**config.mk**
```make
export PLATFORM = sky130hd
export DESIGN_NAME = vl_sweep_lane_cmp
export DESIGN_NICKNAME = d
export VERILOG_FILES = /design/src/rtl/vl_sweep_lane_cmp.sv
export SDC_FILE = /design/constraint.sdc
export NUM_CORES = 1
export LEC_CHECK = 0
export BUFFER_PORTS_ARGS = -buffer_cell sky130_fd_sc_hd__buf_4
export CAP_MARGIN = 15
export CORE_ASPECT_RATIO = 0.9
export CORE_MARGIN = 1.5
export CORE_UTILIZATION = 46
export CTS_CLUSTER_SIZE = 10
export DETAILED_ROUTE_END_ITERATION = 12
export GPL_TIMING_DRIVEN = 0
export HOLD_SLACK_MARGIN = 0.03
export PLACE_DENSITY = 0.74
export SLEW_MARGIN = 20
export SYNTH_ARGS = -nofsm -noshare
export SYNTH_HDL_FRONTEND = slang
export SYNTH_SLANG_ARGS = --single-unit
```
**constraint.sdc**
```tcl
create_clock -name clk -period 2.1 [get_ports clk]
set_clock_uncertainty 0.2 [all_clocks]
set_input_delay 0 -clock clk [delete_from_list [all_inputs] [get_ports clk]]
set_output_delay 0 -clock clk [all_outputs]
set_load 0.05 [all_outputs]
```
**src/rtl/vl_sweep_lane_cmp.sv**
```systemverilog
// One compared output lane: exact 4-state inequality plus a saturating mismatch counter.
module vl_sweep_lane_cmp #(
   parameter int OUT_W = 4,
   parameter int CNT_W = 16
) (
   input  logic             clk,
   input  logic             reset_n,
   input  logic             clear,
   input  logic             sample_en,
   input  logic [OUT_W-1:0] spec,
   input  logic [OUT_W-1:0] impl,
   output logic             mism,
   output logic [CNT_W-1:0] cnt
);

   // x against x counts as a match, x against z does not.
   assign mism = (spec !== impl);

   always_ff @(posedge clk or negedge reset_n) begin
      if (!reset_n) begin
         cnt <= '0;
      end else if (clear) begin
         cnt <= '0;
      end else if (sample_en && mism && (cnt != {CNT_W{1'b1}})) begin
         cnt <= cnt + 1'b1;
      end
   end

endmodule

```
==> flow_summary.toml <==
[critical_path]
required_time_at_the_endpoint_of_the_critical_path_ns = 2.08
worstPathMaxFanout = 10
crit_arrival_ns = 2.04
crit_start_category = "flip-flop"
setup_crit_end_kind = "flip-flop"
crit_path_cell_trace = "ha_4 > nand4_1 > and4bb_4 > buf_6 > nor4_2 > mux2_1"
crit_path_top_delay_cell = "sky130_fd_sc_hd__dfrtp_2"
crit_type = "flip-flop to flip-flop"
critical_path.max_stage_delay_ns = 0.44

[timing]
worst_slew_margin_rel_pct = 49.9
finalSetupViolations = 0
timing_max_transition_violations_final = 0
final.min_clock_period_ns = 2.06
timing.fmax_ghz = 0.485
grt_setup_unrepaired = "no"
fin_worst_hold_slack_ns = 0.107
finalCritPeriodShare_pct = 98.2
worst-slew-pin-transition_ns = 0.750
hold_violations = 0

[floorplanning]
io-pin-count = 29
floorplan.initialDensity_pct = 48.5
fp-row-count = 16
chipHeight_um = 48.5
die_w_um = 53.6
dieArea_um2 = 2600
fp.coreArea_um2 = 2180

[cts]
clockBufferDepth = 2
cts.clk_slew.worst_paths_ns = 0.10
cts-root-buf = "sky130_fd_sc_hd__clkbuf_4"
h-tree-depth = 1
number_of_clock_buffers_inserted_by_tritoncts = 3
worst_skew_pair_latency_ns = 0.30
cts_tree = "done"
clock_sinks = 16

[pwr]
pwr_per_cell_area_nw_per_um2 = 420
leakagePower_nw = 0.584
vdd_drop_max_v = 0.000432

[logic_synthesis]
synth_area_leader_cell = "sky130_fd_sc_hd__dfrtp_1"
top_cell_types_by_occurrence_after_synthesis = "sky130_fd_sc_hd__dfrtp_1 (16), sky130_fd_sc_hd__nor2_1 (9), sky130_fd_sc_hd__a21oi_1 (8)"
netlist_instances = 111
number_of_storage_elements_in_the_synthesis_netlist = 16
dominantRegCellSynth = "sky130_fd_sc_hd__dfrtp_1"
yosysMostFrequentCell = "sky130_fd_sc_hd__dfrtp_1"
synthesis.area_um2 = 1060
yosysWarningCount = 0
share_of_flip_flops_with_an_asynchronous_set_or_reset_after_synthesis_pct = 100
netlist-cell-type-count = 36
synth.area.top_cells = "sky130_fd_sc_hd__dfrtp_1 (38%), sky130_fd_sc_hd__o31ai_1 (5.0%), sky130_fd_sc_hd__or4_1 (4.3%)"
mapped_avg_cell_area_um2 = 9.54
net_count_after_synthesis = 124
yosysSeqAreaShare_pct = 37.8
synth_top_cell_area_share_pct = 37.8
synth_edf_count = 0

[final_layout]
finish.utilization_pct = 65.6
largest_register_ffs = 16
final_cells = 176
design_area_um2 = 1430
drive_gt1_share_pct = 40.3
fillerInstances = 179
syn_to_final_growth_pct = 35.2
nNetsFinal = 163
largestRegisters = "cnt: 16 flops"
max_flop_register = "cnt"
antenna_cells = 0

[hold_path]
worstHoldPathType = "input pin to flip-flop"

[job]
cap_violations = 0

[detailed_routing]
wire_per_inst_um = 15.3
first_iter_violations = 26
drt-vias-per-instance = 5.91
drt_first_pass_iters = 4
final_antenna_net_count = 0
drt-total-wl_um = 2690
drc_errors = 0
dr_total_vias = 1041

[grt]
grt_use_total_pct = 22.1
grt.overflow.total = 0
antenna_violations_before_repair = 0
grt_pass1_wl_um = 4310
first_global_vias = 946
grt_start_max_net_pins = 17

[placed_design]
dpl-instance-area_um2 = 1340
placement.io_buffers = 28
half_perimeter_wire_length_after_placement_um = 1880
globalplace.congestion = 0.872
place_inst = 166

[status]
run_status = "finished, final reports clean"
==> per-stage QoR <==
stage | total power, mW | worst slack [ns] | TNS, ns
floorplan | 0.378 | -0.0272 | -0.0443
global placement | 0.418 | -0.00152 | -0.00152
detailed placement | 0.420 | -0.00376 | -0.00376
CTS | 0.605 | 0.0171 | 0
global route | 0.629 | 0.00200 | 0
finish | 0.602 | 0.0385 | 0
==> placed cells by master, fill, tap and decap left out, drive strengths merged, types with 2 or more instances in the layout <==
master       count
xnor2            4
a21oi            8
or4              6
nand4            5
nor2b            5
buf             35
clkbuf           6
and4             4
nor4             3
nand3            5
or3              3
mux2             6
dlygate4sd3      3
nand2b           2
nor3             2
o31ai            7
nand2            5
dfrtp           16
inv              3
nor2             9
==> per-layer routing <==
layer	share of wire [%]	GRT usage, %
met2	50	36.4
met1	45	28.6
met4	0.41	3.85
met3	5.3	6.48
met5	0	0
==> report_power, final <==
group / internal (mW) / switching (mW)
registers: 0.312 / 0.00383
clock network: 0.0740 / 0.105
logic: 0.0455 / 0.0620
==> worst max-delay path, delay by kind of cell (launching register included) <==
family                     cells  cell delay (ns)
muxes                          1             0.35
adders and majority gates      1             0.17
DFF                            1             0.44
and+or+nand+nor                3             0.64
buffers and inverters          1             0.14
==> layout make-up <==
class | instances | area, µm² | share of cell area (%)
repair buffers | 34 | 263 | 18.4
inverters | 3 | 11.3 | 0.787
multi-input cells | 86 | 646 | 45.1
flip-flops and latches | 16 | 409 | 28.6
plain buffers | 6 | 42.5 | 2.97
well taps | 27 | 33.8 | 2.36
clock buffers | 4 | 26.3 | 1.84
==> final timing paths <==
path                           start  endpoint  slack (ns)  cells past startpoint
min in group asynchronous    reset_n    cnt[7]        0.63                      3
hold / removal             sample_en    cnt[3]        0.11                      5
setup reg to reg              cnt[1]   cnt[15]        0.04                      6
hold reg to reg               cnt[3]    cnt[3]        0.41                      2
max in group asynchronous    reset_n    cnt[9]        0.55                      3
setup / recovery              cnt[1]   cnt[15]        0.04                      6
==> timing repair <==
action / 4_1_cts / 5_1_grt
buffers inserted: 2 / 1
endpoints found under the hold margin: 19 / 0
endpoints found under the setup margin: 2 / 6
gates resized for setup: 0 / 3
pin swaps: 0 / 1
hold buffers: 3 / 0
gates cloned: 0 / 0
==> logic make-up after synthesis <==
logic type / Yosys count / share of synthesized area (%)
multiplexers: 7 / 7.33
flip-flops: 16 / 37.8
adder cells (fa/ha/maj): 1 / 1.18
AND/OR/NAND/NOR: 55 / 33.6
AO/OA/AOI/OAI: 19 / 11.7
buffers and inverters: 9 / 5.08
XOR/XNOR: 4 / 3.31
(Power assumes the default switching activity.)
